$ cat src/rtl/bus_arbiter_2to1_pkg.sv
// Shared types and helpers for the two-master bus arbiter.
// Holds the arbiter FSM state encoding, the owner encoding and the
// default bus geometry used by the interface and the top level.
package bus_arbiter_2to1_pkg;

  localparam int ARB_ADDR_W_DEFAULT = 32;
  localparam int ARB_BUS_W_DEFAULT  = 32;

  typedef enum logic {
    ARB_IDLE,
    ARB_BUSY
  } arb_state_e;

  typedef enum logic {
    OWNER_M0,
    OWNER_M1
  } arb_owner_e;

  // The master that did not hold the bus last; used for alternation.
  function automatic arb_owner_e other_owner(input arb_owner_e o);
    return (o == OWNER_M0) ? OWNER_M1 : OWNER_M0;
  endfunction

endpackage

$ cat src/rtl/bus_arbiter_2to1_if.sv
// re/we/ready/r_data_valid bus port.
// The master modport is the requesting side (drives address, data and
// strobes); the slave modport is the responding side (drives read data
// and the ready / r_data_valid handshakes).
interface bus_arbiter_2to1_if
  import bus_arbiter_2to1_pkg::*;
#(
  parameter int AddrBusWidth = ARB_ADDR_W_DEFAULT,
  parameter int BusWidth     = ARB_BUS_W_DEFAULT
) ();

  logic [AddrBusWidth-1:0] addr;
  logic [BusWidth-1:0]     w_data;
  logic [BusWidth/8-1:0]   w_sel;
  logic                    re;
  logic                    we;
  logic [BusWidth-1:0]     r_data;
  logic                    ready;
  logic                    r_data_valid;

  modport master (
    output addr,
    output w_data,
    output w_sel,
    output re,
    output we,
    input  r_data,
    input  ready,
    input  r_data_valid
  );

  modport slave (
    input  addr,
    input  w_data,
    input  w_sel,
    input  re,
    input  we,
    output r_data,
    output ready,
    output r_data_valid
  );

endinterface

$ cat src/rtl/bus_arbiter_2to1_pick.sv
// Combinational winner selection between the two bus masters.
// Build option BUS_ARB_ROUND_ROBIN_EN:
//   defined   - a contested pick goes to the master that did not win last
//   undefined - fixed priority, m1 (load/store) wins every contest
// An uncontested pick always goes to the only requester. When nobody
// requests, the output is OWNER_M0 and is ignored by the caller.
module bus_arbiter_2to1_pick
  import bus_arbiter_2to1_pkg::*;
(
  input  logic       req0,
  input  logic       req1,
  input  arb_owner_e last,
  output arb_owner_e winner
);

`ifndef BUS_ARB_ROUND_ROBIN_EN
  // Fixed priority has no use for the grant history.
  logic unused_last;
  assign unused_last = last;
`endif

  // Resolve a contest according to the build-time policy.
  always_comb begin
    winner = OWNER_M0;
    if (req0 && req1) begin
`ifdef BUS_ARB_ROUND_ROBIN_EN
      winner = other_owner(last);
`else
      winner = OWNER_M1;
`endif
    end else if (req1) begin
      winner = OWNER_M1;
    end
  end

endmodule

$ cat src/rtl/bus_arbiter_2to1.sv
// Two-master bus arbiter: m0 = instruction fetch, m1 = load/store, one
// shared port s towards the width adapter.
// A request is granted combinationally in the cycle it appears (zero
// grant latency) and the owner is locked until its read returns
// r_data_valid or its write returns ready. A same-cycle completion keeps
// the arbiter idle so the next grant can happen one cycle later.
// Build option BUS_ARB_ROUND_ROBIN_EN selects alternating grants on
// contest; without it m1 has fixed priority (see bus_arbiter_2to1_pick).
module bus_arbiter_2to1
  import bus_arbiter_2to1_pkg::*;
#(
  parameter int AddrBusWidth = ARB_ADDR_W_DEFAULT,
  parameter int BusWidth     = ARB_BUS_W_DEFAULT
) (
  input  logic               clk,
  input  logic               rst,
  bus_arbiter_2to1_if.slave  m0,
  bus_arbiter_2to1_if.slave  m1,
  bus_arbiter_2to1_if.master s
);

  localparam int SelW = BusWidth / 8;

  arb_state_e state_q, state_d;
  arb_owner_e owner_q, owner_d;
  arb_owner_e last_q,  last_d;

  arb_owner_e winner;
  arb_owner_e sel_owner;
  logic       req0;
  logic       req1;
  logic       granted;
  logic       done;

  logic [AddrBusWidth-1:0] sel_addr;
  logic [BusWidth-1:0]     sel_w_data;
  logic [SelW-1:0]         sel_w_sel;
  logic                    sel_re;
  logic                    sel_we;

  assign req0 = m0.re | m0.we;
  assign req1 = m1.re | m1.we;

  bus_arbiter_2to1_pick u_pick (
    .req0   (req0),
    .req1   (req1),
    .last   (last_q),
    .winner (winner)
  );

  // Decide who drives the shared port this cycle: the fresh winner when
  // idle, the locked owner when busy. An owner that has dropped its
  // request (abort) gets no grant, and nothing is granted during reset.
  always_comb begin
    sel_owner = owner_q;
    granted   = 1'b0;
    if (state_q == ARB_IDLE) begin
      sel_owner = winner;
      granted   = req0 | req1;
    end else begin
      granted = (owner_q == OWNER_M0) ? req0 : req1;
    end
    if (rst) begin
      granted = 1'b0;
    end
  end

  // Route the granted master onto the shared port; park it at zero otherwise.
  always_comb begin
    sel_addr   = '0;
    sel_w_data = '0;
    sel_w_sel  = '0;
    sel_re     = 1'b0;
    sel_we     = 1'b0;
    if (granted) begin
      if (sel_owner == OWNER_M0) begin
        sel_addr   = m0.addr;
        sel_w_data = m0.w_data;
        sel_w_sel  = m0.w_sel;
        sel_re     = m0.re;
        sel_we     = m0.we;
      end else begin
        sel_addr   = m1.addr;
        sel_w_data = m1.w_data;
        sel_w_sel  = m1.w_sel;
        sel_re     = m1.re;
        sel_we     = m1.we;
      end
    end
  end

  // Completion is judged on the granted transaction only, so a stray
  // slave response on an idle bus never counts.
  assign done = granted & ((sel_re & s.r_data_valid) | (sel_we & s.ready));

  // Next-state logic: lock the owner on grant, release on completion or abort.
  always_comb begin
    state_d = state_q;
    owner_d = owner_q;
    last_d  = last_q;
    case (state_q)
      ARB_IDLE: begin
        if (granted) begin
          owner_d = winner;
          if (done) begin
            last_d = winner;
          end else begin
            state_d = ARB_BUSY;
          end
        end
      end
      ARB_BUSY: begin
        if (!granted) begin
          state_d = ARB_IDLE;
        end else if (done) begin
          state_d = ARB_IDLE;
          last_d  = owner_q;
        end
      end
    endcase
  end

  // Arbiter state registers; last starts at m1 so m0 wins the first contest
  // in the alternating build.
  always_ff @(posedge clk or posedge rst) begin
    if (rst) begin
      state_q <= ARB_IDLE;
      owner_q <= OWNER_M0;
      last_q  <= OWNER_M1;
    end else begin
      state_q <= state_d;
      owner_q <= owner_d;
      last_q  <= last_d;
    end
  end

  assign s.addr   = sel_addr;
  assign s.w_data = sel_w_data;
  assign s.w_sel  = sel_w_sel;
  assign s.re     = sel_re;
  assign s.we     = sel_we;

  // Read data is broadcast; the handshakes qualify it per master.
  assign m0.r_data = s.r_data;
  assign m1.r_data = s.r_data;

  assign m0.ready        = granted & (sel_owner == OWNER_M0) & s.ready;
  assign m0.r_data_valid = granted & (sel_owner == OWNER_M0) & s.r_data_valid;
  assign m1.ready        = granted & (sel_owner == OWNER_M1) & s.ready;
  assign m1.r_data_valid = granted & (sel_owner == OWNER_M1) & s.r_data_valid;

  // A master never asks to read and write in the same request.
  a_m0_re_we_excl: assert property (@(posedge clk) disable iff (rst) !(m0.re && m0.we));
  a_m1_re_we_excl: assert property (@(posedge clk) disable iff (rst) !(m1.re && m1.we));

  // Only one master can ever see a handshake in a given cycle.
  a_resp_exclusive: assert property (@(posedge clk) disable iff (rst)
    !((m0.ready | m0.r_data_valid) && (m1.ready | m1.r_data_valid)));

  // An ungranted port is fully quiet.
  a_idle_quiet: assert property (@(posedge clk) disable iff (rst)
    !granted |-> (s.addr == '0 && s.w_data == '0 && s.w_sel == '0 && !s.re && !s.we));

endmodule

$ cat src/flat_wrapper.sv
// flat-port wrapper written by rule: the top's interface ports become plain ports
module bus_arbiter_2to1_flat import bus_arbiter_2to1_pkg::*;
#(
  parameter int AddrBusWidth = ARB_ADDR_W_DEFAULT,
  parameter int BusWidth     = ARB_BUS_W_DEFAULT
)
  (clk, rst, m0_addr, m0_w_data, m0_w_sel, m0_re, m0_we, m0_r_data, m0_ready, m0_r_data_valid, m1_addr, m1_w_data, m1_w_sel, m1_re, m1_we, m1_r_data, m1_ready, m1_r_data_valid, s_addr, s_w_data, s_w_sel, s_re, s_we, s_r_data, s_ready, s_r_data_valid);
  bus_arbiter_2to1_if #(.AddrBusWidth(AddrBusWidth), .BusWidth(BusWidth)) m0_i ();
  bus_arbiter_2to1_if #(.AddrBusWidth(AddrBusWidth), .BusWidth(BusWidth)) m1_i ();
  bus_arbiter_2to1_if #(.AddrBusWidth(AddrBusWidth), .BusWidth(BusWidth)) s_i ();
  input  logic clk;
  input  logic rst;
  input wire logic [$bits(m0_i.addr)-1:0] m0_addr;
  input wire logic [$bits(m0_i.w_data)-1:0] m0_w_data;
  input wire logic [$bits(m0_i.w_sel)-1:0] m0_w_sel;
  input wire logic [$bits(m0_i.re)-1:0] m0_re;
  input wire logic [$bits(m0_i.we)-1:0] m0_we;
  output wire logic [$bits(m0_i.r_data)-1:0] m0_r_data;
  output wire logic [$bits(m0_i.ready)-1:0] m0_ready;
  output wire logic [$bits(m0_i.r_data_valid)-1:0] m0_r_data_valid;
  input wire logic [$bits(m1_i.addr)-1:0] m1_addr;
  input wire logic [$bits(m1_i.w_data)-1:0] m1_w_data;
  input wire logic [$bits(m1_i.w_sel)-1:0] m1_w_sel;
  input wire logic [$bits(m1_i.re)-1:0] m1_re;
  input wire logic [$bits(m1_i.we)-1:0] m1_we;
  output wire logic [$bits(m1_i.r_data)-1:0] m1_r_data;
  output wire logic [$bits(m1_i.ready)-1:0] m1_ready;
  output wire logic [$bits(m1_i.r_data_valid)-1:0] m1_r_data_valid;
  output wire logic [$bits(s_i.addr)-1:0] s_addr;
  output wire logic [$bits(s_i.w_data)-1:0] s_w_data;
  output wire logic [$bits(s_i.w_sel)-1:0] s_w_sel;
  output wire logic [$bits(s_i.re)-1:0] s_re;
  output wire logic [$bits(s_i.we)-1:0] s_we;
  input wire logic [$bits(s_i.r_data)-1:0] s_r_data;
  input wire logic [$bits(s_i.ready)-1:0] s_ready;
  input wire logic [$bits(s_i.r_data_valid)-1:0] s_r_data_valid;
  assign m0_i.addr = m0_addr;
  assign m0_i.w_data = m0_w_data;
  assign m0_i.w_sel = m0_w_sel;
  assign m0_i.re = m0_re;
  assign m0_i.we = m0_we;
  assign m0_r_data = m0_i.r_data;
  assign m0_ready = m0_i.ready;
  assign m0_r_data_valid = m0_i.r_data_valid;
  assign m1_i.addr = m1_addr;
  assign m1_i.w_data = m1_w_data;
  assign m1_i.w_sel = m1_w_sel;
  assign m1_i.re = m1_re;
  assign m1_i.we = m1_we;
  assign m1_r_data = m1_i.r_data;
  assign m1_ready = m1_i.ready;
  assign m1_r_data_valid = m1_i.r_data_valid;
  assign s_addr = s_i.addr;
  assign s_w_data = s_i.w_data;
  assign s_w_sel = s_i.w_sel;
  assign s_re = s_i.re;
  assign s_we = s_i.we;
  assign s_i.r_data = s_r_data;
  assign s_i.ready = s_ready;
  assign s_i.r_data_valid = s_r_data_valid;
  bus_arbiter_2to1 #(.AddrBusWidth(AddrBusWidth), .BusWidth(BusWidth)) u_core (.clk(clk), .rst(rst), .m0(m0_i), .m1(m1_i), .s(s_i));
endmodule
$ cat config.mk
export PLATFORM = sky130hd
export DESIGN_NAME = bus_arbiter_2to1_flat
export DESIGN_NICKNAME = d
export VERILOG_FILES = /design/src/rtl/bus_arbiter_2to1_pkg.sv /design/src/rtl/bus_arbiter_2to1_if.sv /design/src/rtl/bus_arbiter_2to1_pick.sv /design/src/rtl/bus_arbiter_2to1.sv /design/src/flat_wrapper.sv
export SDC_FILE = /design/constraint.sdc
export NUM_CORES = 1
export LEC_CHECK = 0
export BUFFER_PORTS_ARGS = -buffer_cell sky130_fd_sc_hd__buf_2
export CORE_AREA = 2 2 122 124
export CTS_CLUSTER_DIAMETER = 40
export DETAILED_ROUTE_END_ITERATION = 6
export DIE_AREA = 0 0 124 126
export GPL_TIMING_DRIVEN = 0
export PLACE_DENSITY = 0.49
export SYNTH_ARGS = -nofsm -noshare
export SYNTH_HDL_FRONTEND = slang
export SYNTH_SLANG_ARGS = --single-unit
export TNS_END_PERCENT = 30
$ cat constraint.sdc
create_clock -name clk -period 4.9 [get_ports clk]
set_clock_uncertainty 0.15 [all_clocks]
set_input_delay 0.49 -clock clk [delete_from_list [all_inputs] [get_ports clk]]
set_output_delay 0.49 -clock clk [all_outputs]
set_load 0.02 [all_outputs]
==> results.sh, run 1 <==
export IMPL_status="complete, no violations"
export IMPL_rsz0062_at_grt="no"
export IMPL_clock_tree_root_cell="clkbuf_16"
export IMPL_maxCapViolations=0
export IMPL_critical_path_class="reg -> out"
export IMPL_layout_common_cells="buf_2 (280), a22o_1 (69), buf_4 (64)"
export IMPL_clkTransAtPathRegs_ns=0.03
export IMPL_synth_top_area_frac=0.4076
export IMPL_final_nets=639
export IMPL_holdWs_ns=0.1435
export IMPL_drt_pass1_iter_count=4
export IMPL_muxShareOfSynthArea=0
export IMPL_postSynthAreaPerCell_um2=8.330
export IMPL_synth_fa_ha_area_frac=0
export IMPL_synth_xor_area_frac=0
export IMPL_ys_warn_count=0
export IMPL_tritoncts="built"
export IMPL_vias=2440
export IMPL_grt_overflow_total=0
export IMPL_fmax_mhz=336.4
export IMPL_arrival_ns=2.33
export IMPL_initialDrtViolationCount=49
export IMPL_syn_area_mm2=0.001483
export IMPL_ant_nets=0
export IMPL_yosysUniqueCellTypes=24
export IMPL_hold_violations=0
export IMPL_antenna_found_initial=0
export IMPL_rows=44
export IMPL_vdd_drop_max_uv=229.8
export IMPL_drc=0
export IMPL_io_buffers=280
export IMPL_clk_latency_ns=0.22
export IMPL_antenna_cells=0
export IMPL_start_util=0.1036
export IMPL_maxSlewHeadroom=0.2178
export IMPL_grt_usage=0.07876
export IMPL_cpPeakStageDelay_ns=0.88
export IMPL_power_density_mw_per_mm2=175.2
export IMPL_cpMaxStageDelayCell="nor3_2"
export IMPL_die_h_um=126
export IMPL_final_common_cell="buf_2"
export IMPL_dieArea_mm2=0.01562
export IMPL_ys_top_cells_by_area="a22o_1 (41%), buf_4 (32%), buf_6 (11%)"
export IMPL_path_max_fanout=10
export IMPL_end_kind="primary output"
export IMPL_drive_above_1_share=0.7918
export IMPL_core_mm2=0.01431
export IMPL_clock_sinks=2
export IMPL_synth_simple_area_share=0.07089
export IMPL_synth_fp_nets=354
export IMPL_grt_pass1_wl_um=9818
export IMPL_wirelength_um=7572
export IMPL_cts_resized_gates=0
export IMPL_hp_class="in -> async"
export IMPL_cp_required_ns=4.26
export IMPL_leakagePower_nw=1.940
export IMPL_synth_compound_area_frac=0.4574
export IMPL_final_cells=645
export IMPL_synth_seq_area_share=0.03376
export IMPL_synth_top_cell_by_area="a22o_1"
export IMPL_gp_congestion=0.6870
export IMPL_cts_buffers=3
export IMPL_crit_chain="nor2b_4, nor3_2, buf_6, a22o_1, buf_2"
export IMPL_dieWidth_um=124
export IMPL_setup_viol=0
export IMPL_grt_max_degree=11
export IMPL_postSynthCellCount=178
export IMPL_post_cts_buffers=0
export IMPL_cp_start_kind="register"
export IMPL_fin_setup_tns_ns=0
export IMPL_synth_seq_cells=2
export IMPL_wire_per_inst_um=11.74
export IMPL_cts_hold_buffers=0
export IMPL_slew_viol_final=0
export IMPL_vias_per_cell=3.783
export IMPL_dp_hpwl_um=6697
export IMPL_syn2layout_area_growth_pct=115.1
export IMPL_cts_buffer_depth=2
export IMPL_worstMarginPinSlew_ns=1.167
export IMPL_grt_pass1_vias=2121
export IMPL_ios=314
export IMPL_fin_crit_ns=2.973
export IMPL_fillers=1588
export IMPL_placedCellCount=642
export IMPL_period_share=0.6067
export IMPL_synth_top_family_by_area="compound AO/OA/AOI/OAI gates"
export IMPL_final_core_util=0.2228
export IMPL_ctsHtreeMaxLevel=1
area by class of cell:
class,instances,area (µm²),area share
plain buffers,79,641.9,0.2013
clock buffers,3,75.07,0.02354
inverters,2,7.507,0.002354
multi-input cells,95,783.3,0.2456
flip-flops and latches,2,50.05,0.01569
well taps,184,230.2,0.07219
repair buffers,280,1401,0.4394
cells in the mapped netlist, drive strengths merged:
cell and number:
o21ai 1, nand3 1, nand2b 1, a21oi 2
a21o 1, o31ai 2, o21a 1, dfrtp 2
a22oi 1, nor3 3, a22o 69, and3 1
inv 2, a31oi 2, nor2 4, and2 4
a221oi 1, nor2b 1, buf 78, clkbuf 1
logic make-up (layout without fill, tap and decap cells):
family                 count (synthesis)  in the layout
buffers and inverters                 81            364
AOI/OAI and AO/OA                     80             80
and+or+nand+nor                       15             15
DFF                                    2              2
report_power, final:
part           switching (mW)  internal, mW
logic                   0.220         0.193
registers             0.00532        0.0191
clock network          0.0174         0.104
worst max-delay path, delay by kind of cell, from the launching register on:
kind,cells,cell delay [ns]
AO/OA/AOI/OAI,1,0.15
buffers and inverters,2,0.46
flip-flops,1,0.44
AND/OR/NAND/NOR,2,1.06
layer usage:
| metal | part of all wire | GRT usage | wire [µm] |
|---|---|---|---|
| met1 | 0.33 | 0.07596 | 2524 |
| met2 | 0.56 | 0.1723 | 4220 |
| met3 | 0.11 | 0.01313 | 827 |
| met4 | 0 | 0.005948 | 0 |
| met5 | 0 | 0 | 0 |
flip-flops by register name (all words and copies together) (netlist names):
name and count:
u_core.state_q 1, u_core.owner_q 1
worst paths after layout:
path	depth (start not counted)	endpoint	start	slack, ns
setup / recovery	5	s_addr[1]	u_core.state_q$_DFF_PP0_	1.93
hold / removal	2	u_core.state_q$_DFF_PP0_	rst	0.14
setup reg to reg	4	u_core.state_q$_DFF_PP0_	u_core.state_q$_DFF_PP0_	3.41
hold reg to reg	1	u_core.owner_q$_DFFE_PP0P_	u_core.state_q$_DFF_PP0_	0.48
max in group asynchronous	2	u_core.owner_q$_DFFE_PP0P_	rst	4.33
min in group clk	2	u_core.state_q$_DFF_PP0_	s_r_data_valid	0.36
stage by stage:
stage	area, µm²	setup WS, ns	power [mW]
4_1_cts	3189	1.772	0.5651
2_1_floorplan	1483	2.615	0.2841
6_report	3189	1.927	0.5588
3_3_place_gp	3114	1.870	0.4389
5_1_grt	3189	1.770	0.5952
3_5_place_dp	3114	1.830	0.4417
No activity file was read; power rests on OpenSTA's default activity.
==> run 2: changes to the inputs <==
--- a/config.mk
+++ b/config.mk
@@ -5,13 +5,14 @@
 export SDC_FILE = /design/constraint.sdc
 export NUM_CORES = 1
 export LEC_CHECK = 0
+export ABC_AREA = 1
 export BUFFER_PORTS_ARGS = -buffer_cell sky130_fd_sc_hd__buf_2
 export CORE_AREA = 2 2 122 124
 export CTS_CLUSTER_DIAMETER = 40
 export DETAILED_ROUTE_END_ITERATION = 6
 export DIE_AREA = 0 0 124 126
 export GPL_TIMING_DRIVEN = 0
-export PLACE_DENSITY = 0.49
+export PLACE_DENSITY = 0.51
 export SYNTH_ARGS = -nofsm -noshare
 export SYNTH_HDL_FRONTEND = slang
 export SYNTH_SLANG_ARGS = --single-unit
==> constraint.sdc (replaced) <==
create_clock -name clk -period 2.87 [get_ports clk]
set_clock_uncertainty 0.15 [all_clocks]
set_input_delay 0.287 -clock clk [delete_from_list [all_inputs] [get_ports clk]]
set_output_delay 0.287 -clock clk [all_outputs]
set_load 0.02 [all_outputs]
==> run 2 against run 1 <==
Die area stayed put. Sequential cell count is the same. Synthesized cell count rose by 86%. Cell area is 6.3% higher. Clock power up 72%. Sequential power up 62%. First-iteration DRC count grew 63%. Register-to-register slack got worse by 2.2 ns.
==> results.sh, run 2 <==
export IMPL_status="complete, no violations"
export IMPL_cpMaxStageDelayCell="dlygate4sd3_1"
export IMPL_crit_path_end="s_addr[12]"
export IMPL_synth_top_area_frac=0.3328
export IMPL_critical_path_class="in -> out"
export IMPL_r2r_end="u_core.state_q$_DFF_PP0_"
export IMPL_io_buffers=281
export IMPL_initialDrtViolationCount=80
export IMPL_fin_setup_tns_ns=0
export IMPL_final_core_util=0.2369
export IMPL_grt_max_degree=11
export IMPL_clock_sinks=2
export IMPL_cts_resized_gates=0
export IMPL_drive_above_1_share=0.6023
export IMPL_dieWidth_um=124
export IMPL_ys_top_cells_by_area="nand2_1 (33%), buf_4 (29%), nand3_1 (21%)"
export IMPL_final_nets=794
export IMPL_fillers=1697
export IMPL_layout_common_cells="buf_2 (295), nand2_1 (148), nand3_1 (71)"
export IMPL_tritoncts="built"
export IMPL_path_max_fanout=10
export IMPL_synth_seq_cells=2
export IMPL_core_mm2=0.01431
export IMPL_wire_per_inst_um=11.21
export IMPL_reg2regPathDepth=9
export IMPL_rows=44
export IMPL_maxCapViolations=0
export IMPL_holdWs_ns=0.1959
export IMPL_crit_start="rst"
export IMPL_post_cts_buffers=0
export IMPL_gp_congestion=0.7542
export IMPL_vias=2952
export IMPL_power_density_mw_per_mm2=338.5
export IMPL_syn2layout_area_growth_pct=103.1
export IMPL_hp_class="in -> reg"
export IMPL_ys_warn_count=0
export IMPL_fin_crit_ns=2.475
export IMPL_ant_nets=0
export IMPL_power_total_mw=1.148
export IMPL_ios=314
export IMPL_crit_top_cell="buf_2"
export IMPL_crit_chain="dlygate4sd3_1, buf_2, inv_1, nand2_2, nor2_4, buf_2, nand2_1, nand2_1, buf_2"
export IMPL_clkTransAtPathRegs_ns=0.03
export IMPL_reg2reg_slack_ns=1.19
export IMPL_postSynthAreaPerCell_um2=5.043
export IMPL_fmax_mhz=404.0
export IMPL_cpPeakStageDelay_ns=0.53
export IMPL_syn_area_mm2=0.001669
export IMPL_dieArea_mm2=0.01562
export IMPL_cts_buffers=3
export IMPL_slew_viol_final=0
export IMPL_rsz0062_at_grt="no"
export IMPL_worstMarginPinSlew_ns=0.4889
export IMPL_grt_usage=0.1023
export IMPL_synth_ff_type="dfrtp_1"
export IMPL_final_common_cell="buf_2"
export IMPL_placed_area_mm2=0.003306
export IMPL_arrival_ns=2.04
export IMPL_hold_violations=0
export IMPL_clock_tree_root_cell="clkbuf_16"
export IMPL_end_kind="primary output"
export IMPL_grt_pass1_vias=2615
export IMPL_rr_startpoint="u_core.owner_q$_DFFE_PP0P_"
export IMPL_grt_pass1_wl_um=12600
export IMPL_yosysUniqueCellTypes=14
export IMPL_synth_top_cell_by_area="nand2_1"
export IMPL_postSynthCellCount=331
export IMPL_setup_viol=0
export IMPL_drc=0
export IMPL_wirelength_um=8967
export IMPL_dp_hpwl_um=7818
export IMPL_cp_required_ns=2.43
export IMPL_grt_overflow_total=0
export IMPL_antenna_cells=0
export IMPL_drt_pass1_iter_count=4
export IMPL_largestRegisters="u_core.owner_q (1), u_core.state_q (1)"
export IMPL_holdPathStages=4
export IMPL_cts_hold_buffers=1
export IMPL_yosysMostFrequentCell="nand2_1"
export IMPL_period_share=0.8624
export IMPL_die_h_um=126
export IMPL_synth_seq_area_share=0.02999
export IMPL_maxSlewHeadroom=0.6741
export IMPL_synthTopCellsByCount="nand2_1 (148), nand3_1 (71), buf_4 (64)"
export IMPL_async_flop_share=1.000
export IMPL_clk_latency_ns=0.22
export IMPL_start_util=0.1166
export IMPL_vias_per_cell=3.690
export IMPL_cts_buffer_depth=2
export IMPL_synth_fp_nets=507
export IMPL_ctsHtreeMaxLevel=1
export IMPL_antenna_found_initial=2
export IMPL_cp_start_kind="primary input"
export IMPL_final_area_mm2=0.003391
export IMPL_vdd_drop_max_uv=205.1
export IMPL_synth_edf_count=0
export IMPL_leakagePower_nw=2.311
## run 2: cell types whose count changed after synthesis, sizes merged, moves of 2 or more
| cell | delta |
|---|---|
| a22o | -69 |
| a31oi | -2 |
| and2 | -4 |
| buf | +7 |
| inv | +8 |
| nand2 | +151 |
| nand3 | +70 |
| nor2 | +2 |
| nor3 | -3 |
| o21ai | +2 |
| o31ai | -2 |
## run 2: final cells by class
cell class,instances,area (µm²),share of cell area
multi-input cells,234,989.7,0.2919
repair buffers,282,1416,0.4177
inverters,10,37.54,0.01107
well taps,184,230.2,0.06790
flip-flops and latches,2,50.05,0.01476
clock buffers,3,75.07,0.02214
plain buffers,85,591.8,0.1745
## run 2: cell families after synthesis
kind of cell	Yosys count	share of synthesized area
AND/OR/NAND/NOR	228	0.5750
AO/OA/AOI/OAI	6	0.01799
flip-flops	2	0.02999
buffers and inverters	95	0.3771
## run 2: power breakdown
group | internal (mW) | total, mW | switching, mW
clock network | 0.177 | 0.208 | 0.0310
registers | 0.0337 | 0.0398 | 0.00609
logic | 0.341 | 0.900 | 0.558
## run 2: worst max-delay path: cells and delay by family
kind,cells,cell delay [ns]
buffers and inverters,5,1.22
AND/OR/NAND/NOR,4,0.53
## run 2: per-stage QoR
step	std cells	setup slack, ns
3_3_place_gp	796	0.6101
6_report	800	0.3948
5_1_grt	800	0.2001
3_5_place_dp	796	0.6383
2_1_floorplan	331	1.093
4_1_cts	800	0.2603
## run 2: metal layers
layer	wire (µm)	track usage	vias to the layer above
met5	16	0	-
met4	82	0.02974	4
met3	877	0.01676	8
met2	4445	0.1891	157
met1	3544	0.1191	1232
li1	-	-	1551
## run 2: worst min path at each step
stage / from / end / slack (ns)
final: s_r_data_valid / u_core.state_q$_DFF_PP0_ / 0.20
after global routing: s_r_data_valid / u_core.state_q$_DFF_PP0_ / 0.24
after global placement: rst / u_core.owner_q$_DFFE_PP0P_ / 0.02
after CTS: s_r_data_valid / u_core.state_q$_DFF_PP0_ / 0.20
after detailed placement: rst / u_core.owner_q$_DFFE_PP0P_ / 0.02
after floorplan: rst / u_core.owner_q$_DFFE_PP0P_ / -0.11
